<file path="config.mk">
export PLATFORM = sky130hd
export DESIGN_NAME = tag_fifo
export DESIGN_NICKNAME = d
export VERILOG_FILES = /design/src/rtl/tag_fifo.sv
export SDC_FILE = /design/constraint.sdc
export NUM_CORES = 1
export LEC_CHECK = 0
export BUFFER_PORTS_ARGS = -buffer_cell sky130_fd_sc_hd__buf_2
export CORE_MARGIN = 5
export CORE_UTILIZATION = 56
export CTS_CLUSTER_SIZE = 10
export DETAILED_ROUTE_END_ITERATION = 8
export GPL_TIMING_DRIVEN = 0
export PLACE_DENSITY = 0.73
export SETUP_SLACK_MARGIN = 0.05
export SYNTH_ARGS = -nofsm -noshare
export SYNTH_HDL_FRONTEND = slang
export SYNTH_SLANG_ARGS = --single-unit
</file>
<file path="constraint.sdc">
create_clock -name clk -period 7.5 [get_ports clk]
set_clock_uncertainty 0.15 [all_clocks]
set_input_delay 1.5 -clock clk [delete_from_list [all_inputs] [get_ports clk]]
set_output_delay 1.5 -clock clk [all_outputs]
set_load 0.02 [all_outputs]
</file>
<file path="src/rtl/tag_fifo.sv">
// rtl/tag_fifo.sv - tag FIFO between index extractor and tag compare
// First-word-fall-through register FIFO with almost-full back-pressure and sticky error flags.
module tag_fifo #(
   parameter int ADDR_WIDTH   = 64,
   parameter int TID_WIDTH    = 10,
   parameter int DATA_WIDTH   = ADDR_WIDTH + TID_WIDTH + 1,
   parameter int DEPTH_LG2    = 4,
   parameter int AFULL_MARGIN = 2
) (
   input  logic                  clk,
   input  logic                  rst,
   input  logic                  wren_i,
   input  logic [DATA_WIDTH-1:0] wdata_i,
   output logic                  afull_o,
   output logic                  full_o,
   input  logic                  rden_i,
   output logic [DATA_WIDTH-1:0] rdata_o,
   output logic                  empty_o,
   output logic [DEPTH_LG2:0]    count_o,
   output logic                  overflow_o,
   output logic                  underflow_o
);

   localparam int DEPTH = 1 << DEPTH_LG2;
   localparam logic [DEPTH_LG2:0] FULL_CNT  = (DEPTH_LG2+1)'(DEPTH);
   localparam logic [DEPTH_LG2:0] AFULL_CNT = (DEPTH_LG2+1)'(DEPTH - AFULL_MARGIN);
   localparam logic [DEPTH_LG2-1:0] PTR_ONE = (DEPTH_LG2)'(1);
   localparam logic [DEPTH_LG2:0]   CNT_ONE = (DEPTH_LG2+1)'(1);

   logic [DATA_WIDTH-1:0] mem_q [DEPTH];
   logic [DEPTH_LG2-1:0]  wptr_q, wptr_d;
   logic [DEPTH_LG2-1:0]  rptr_q, rptr_d;
   logic [DEPTH_LG2:0]    count_q, count_d;
   logic                  overflow_q, overflow_d;
   logic                  underflow_q, underflow_d;
   logic                  full, empty, wr_ok, rd_ok;

   // Status decodes come only from the count register, never from the strobes.
   assign full  = (count_q == FULL_CNT);
   assign empty = (count_q == '0);
   assign wr_ok = wren_i && !full;
   assign rd_ok = rden_i && !empty;

   always_comb begin
      wptr_d      = wptr_q;
      rptr_d      = rptr_q;
      count_d     = count_q;
      overflow_d  = overflow_q;
      underflow_d = underflow_q;
      if (wr_ok) begin
         wptr_d = wptr_q + PTR_ONE;
      end else if (wren_i) begin
         overflow_d = 1'b1;
      end
      if (rd_ok) begin
         rptr_d = rptr_q + PTR_ONE;
      end else if (rden_i) begin
         underflow_d = 1'b1;
      end
      case ({wr_ok, rd_ok})
         2'b10:   count_d = count_q + CNT_ONE;
         2'b01:   count_d = count_q - CNT_ONE;
         default: count_d = count_q;
      endcase
   end

   always_ff @(posedge clk) begin
      if (rst) begin
         wptr_q      <= '0;
         rptr_q      <= '0;
         count_q     <= '0;
         overflow_q  <= 1'b0;
         underflow_q <= 1'b0;
      end else begin
         wptr_q      <= wptr_d;
         rptr_q      <= rptr_d;
         count_q     <= count_d;
         overflow_q  <= overflow_d;
         underflow_q <= underflow_d;
      end
   end

   // Array is not cleared on reset; a write coinciding with reset is discarded.
   always_ff @(posedge clk) begin
      if (!rst && wr_ok) begin
         mem_q[wptr_q] <= wdata_i;
      end
   end

   assign rdata_o     = mem_q[rptr_q];
   assign empty_o     = empty;
   assign full_o      = full;
   assign afull_o     = (count_q >= AFULL_CNT);
   assign count_o     = count_q;
   assign overflow_o  = overflow_q;
   assign underflow_o = underflow_q;

endmodule

</file>
### Yosys cells after proc, flatten, opt, wreduce, memory -nomap -nowiden

Memory sizes are Yosys's and may differ from the RTL's. A register that Yosys moved wholly into a read port is not among the register bits.
Cells that the tools add are included.
W data, S select, Z words.

| storage, ports and cells | value |
|---|---|
| RAM bits | 1,200 |
| register bits after elaboration | 15 |
| input bits | 79 |
| memories kept | 1 |

Memory list:

| memory | depth | width | read ports | clocked after Yosys merged registers in | write ports | line | text |
|---|---|---|---|---|---|---|---|
| mem_q | 16 | 75 | 1 | 1 | 1 | 30 | `logic [DATA_WIDTH-1:0] mem_q [DEPTH];` |

| operators by class | value |
|---|---|
| magnitude comparators | 1 |
| reductions and logical operators | 10 |
| equal/unequal tests | 3 |
| $add $sub $neg | 4 |
| bitwise operators | 2 |
| muxes and demuxes | 5 |

Operators by type and width:

| operator | number |
|---|---|
| $pmux W5 S2 | 1 |
| $add A4 B1 Y4 const B | 2 |
| $mux W4 | 2 |
| $add A5 B1 Y5 const B | 1 |
| $eq A5 B5 Y1 const B | 1 |
| $ge A5 B4 Y1 const B | 1 |
| $logic_not A5 Y1 | 1 |
| $sub A5 B1 Y5 const B | 1 |
| $reduce_and A2 Y1 | 2 |
| $logic_and A1 B1 Y1 | 3 |
| $logic_not A1 Y1 | 3 |
| $eq A2 B1 Y1 const B | 1 |
| $eq A2 B2 Y1 const B | 1 |
| $mux W1 | 2 |
| $not A1 Y1 | 2 |
| $reduce_bool A2 Y1 | 1 |

### Longest topological paths before layout

| depth | value |
|---|---|
| depth in word-level cells | 6 |
| mapped depth | 11 |
| depth with buffers taken out | 9 |

### Worst setup path after synthesis

Ideal clock, no wire load.

| path | value |
|---|---|
| kind | input port to flip-flop |
| from | input rst |
| to | memory mem_q[7][0] (netlist bit), enable pin |
| path slack | 1.695 ns |
| cell stages on the path | 2 |
| path buffers | 0 |
| arrival | 5.138 ns |
| cell sequence | nor3b_1 nor2b_1 |

| between the ends | value |
|---|---|
| longest elaborated chain between the ends | 4 |

Ends and longest elaborated chain:

| what | line | text |
|---|---|---|
| start, declared | 11 | `input logic rst,` |
| $logic_not A1 Y1 | 85 | `if (!rst && wr_ok) begin` |
| $logic_and A1 B1 Y1 | 85 |  |
| $mux W1 | 85 |  |
| $mux W1 (implied by the code) | 86 | `mem_q[wptr_q] <= wdata_i;` |
| end, declared | 30 |  |

Every way passes these cells.

==> impl_metrics.ini <==
[outcome]
status = completed

[final_layout]
fin_nets = 2387
layoutNonFillerInstCount = 3410
final_util_pct = 65.4
fillers = 5027
drive_gt1_share_pct = 30.7
design_area_um2 = 52800
areaGrowthSynthToFinish_pct = 15.5

[place]
gp_congestion = 0.731
io_buffers = 163
dp_hpwl_um = 63500
dp.cells = 3216
placed_area_um2 = 48900

[drt]
via_count = 21900
wirelength_um = 105000
wire_per_inst_um = 30.7
drt-initial-drc-count = 2706
dr.pass1.iters = 5
vias_per_cell = 6.41
drc = 0
antenna_left = 0

[timing]
slew_violations = 0
post-route-period-util_pct = 70.9
max_slew_margin_pct = 23.1
period_minus_slack_ns = 5.32
worst_pin_slew_ns = 1.15
max_freq_mhz = 188
rsz0062_at_grt = no
finalHoldViolations = 0
whs_ns = 0.322
finalSetupViolCount = 0

[global_routing]
grt_pass1_wl_um = 154000
track_usage_pct = 24.3
grt-ovfl-total = 0
grt_max_degree = 43
grt_pass1_vias = 23200
antenna_found_initial = 14

[worst_setup_path]
arrival_ns = 3.67
cp_max_fo = 10
worstSetupPathType = register to output port
end_kind = output port
required_ns = 5.85
crit_path_start_kind = register

[clocking]
cts_tree = built
cts_root_buf = clkbuf_16
cts_buffers = 140
cts_buffer_depth = 3
cts_resized = 0
cts_hold_buf = 0
clk_latency_ns = 0.71
cts.reportedPaths.clkPinSlew_ns = 0.06
h-tree-depth = 4
cts_setup_buffers = 0
cts.sinks = 1219

[worst_hold_path]
hp-class = register to register

[floorplanning]
die_h_um = 296
die-area_um2 = 87500
die_width_um = 296
ios = 164
core_um2 = 80800
rows = 104
initial_core_util_pct = 56.6

[logic_synthesis]
yosys.area.top_type = edfxtp_1
synth_adder_area_share_pct = 0.290
syn_inst = 1948
syn_area_um2 = 45700
netlist_top_cells_area = edfxtp_1 (79%), mux4_2 (15%), a22oi_1 (2.5%), dfxtp_1 (0.83%), nand2_1 (0.66%)
synth_top_area_share_pct = 78.8
synth-xor-area-share_pct = 0.153
synth_edf_count = 1200
yosysSeqAreaShare_pct = 79.6
async_flop_share_pct = 0
ys_ff_latch = 1219
synth-compound-area-share_pct = 2.70
muxShareOfSynthArea_pct = 14.8
synth_top_family_by_area = multiplexers
yosys_warnings = 0
synth_ff_type = edfxtp_1
synthSimpleGateAreaFrac_pct = 1.20
syn_avg_cell_area_um2 = 23.5
ys_types = 33
syn-num-nets = 2037

[power]
ir_drop_mv = 0.244
leakage_nw = 16.7
powerDensity_nw_per_um2 = 302

[job]
maxCapViolations = 0
## state kept, by name, summed over array words and instances, names as in the netlist, named ones only
register / cells
rptr_q: 4
count_o: 5
underflow_o: 1
mem_q: 1200
overflow_o: 1
wptr_q: 4
## final cells by class
class | count | area (µm²) | area share, %
Antenna cell | 6 | 15.0 | 0.0284
Sequential cell | 1219 | 36400 | 68.9
Clock inverter | 15 | 185 | 0.351
Timing Repair Buffer | 208 | 1780 | 3.38
Buffer | 104 | 510 | 0.967
Inverter | 6 | 22.5 | 0.0426
Clock buffer | 173 | 3670 | 6.95
Tap cell | 1060 | 1330 | 2.51
Multi-Input combinational cell | 619 | 8890 | 16.8
## cells in the final DEF (no fill, tap or decap), drive strengths merged
cell	n
mux4	300
inv	12
mux2i	3
nand3b	1
a21o	1
nand2	81
fa	1
buf	264
o211ai	5
o31ai	1
ha	9
a21oi	7
or4	3
edfxtp	1200
nor2b	3
xnor2	2
and2	1
clkbuf	221
or3	1
nor2	32
nor3b	1
dfxtp	19
diode	6
a22oi	150
xor2	6
clkinv	9
o21a	1
o21ai	1
nand3	3
and3	6
## through the flow
step	setup slack, ns	TNS (ns)	total power, mW
after global routing	2.04	0	16.5
after CTS	2.17	0	16.1
final	2.18	0	15.9
after detailed placement	3.06	0	10.2
after floorplan	1.70	0	9.42
after global placement	-2.23	-1954.36	10.1
## critical path, stage by stage, from the launching register on
cell,delay (ns)
dfxtp_1,0.37
clkbuf_1,0.81
clkbuf_1,0.68
mux4_2,0.41
a22oi_1,0.22
nand2_1,0.23
buf_2,0.22
## cell usage after synthesis, types with 2 or more instances
cell type	instances
nor2_1	32
mux2i_1	3
buf_1	19
a21oi_1	7
inv_1	6
o211ai_1	4
xor2_1	6
clkbuf_1	48
nand3_1	3
a22oi_1	150
and3_1	6
buf_2	12
dfxtp_1	19
nor2b_1	3
buf_6	3
edfxtp_1	1200
buf_4	22
nand2_1	81
mux4_2	300
xnor2_1	2
or4_1	2
ha_1	9
## kinds of logic (layout without fill, tap and decap cells)
group | Yosys count | count (layout)
and+or+nand+nor | 132 | 132
adders and majority gates | 10 | 10
DFF | 1219 | 1219
muxes | 303 | 303
other | 0 | 6
buffers and inverters | 110 | 506
AOI/OAI and AO/OA | 166 | 166
xor gates and xnor gates | 8 | 8
## per-layer routing
metal | GRT usage [%] | share of wire (%)
met1 | 32.4 | 37
met2 | 41.6 | 52
met3 | 5.62 | 9.0
met4 | 5.94 | 2.1
met5 | 0 | 0.075
## power by group
part           internal [mW]  leakage (nW)  switching [mW]
sequential              7.60          11.0          0.0451
clock                   3.42          1.87            2.49
combinational           1.04          3.84            1.35
total                   12.1          16.7            3.88
## path summary, 6_finish.rpt
kind / cells past startpoint / start / slack (ns) / to
max: 6 / register / 2.18 / rdata_o[0]
min: 2 / overflow_o$_SDFFE_PP0P_ / 0.32 / overflow_o$_SDFFE_PP0P_
max reg2reg: 11 / count_o[0]$_SDFFE_PP0P_ / 4.31 / count_o[4]$_SDFFE_PP0P_
min reg2reg: 2 / overflow_o$_SDFFE_PP0P_ / 0.32 / overflow_o$_SDFFE_PP0P_
No activity file was read; power rests on OpenSTA's default activity.
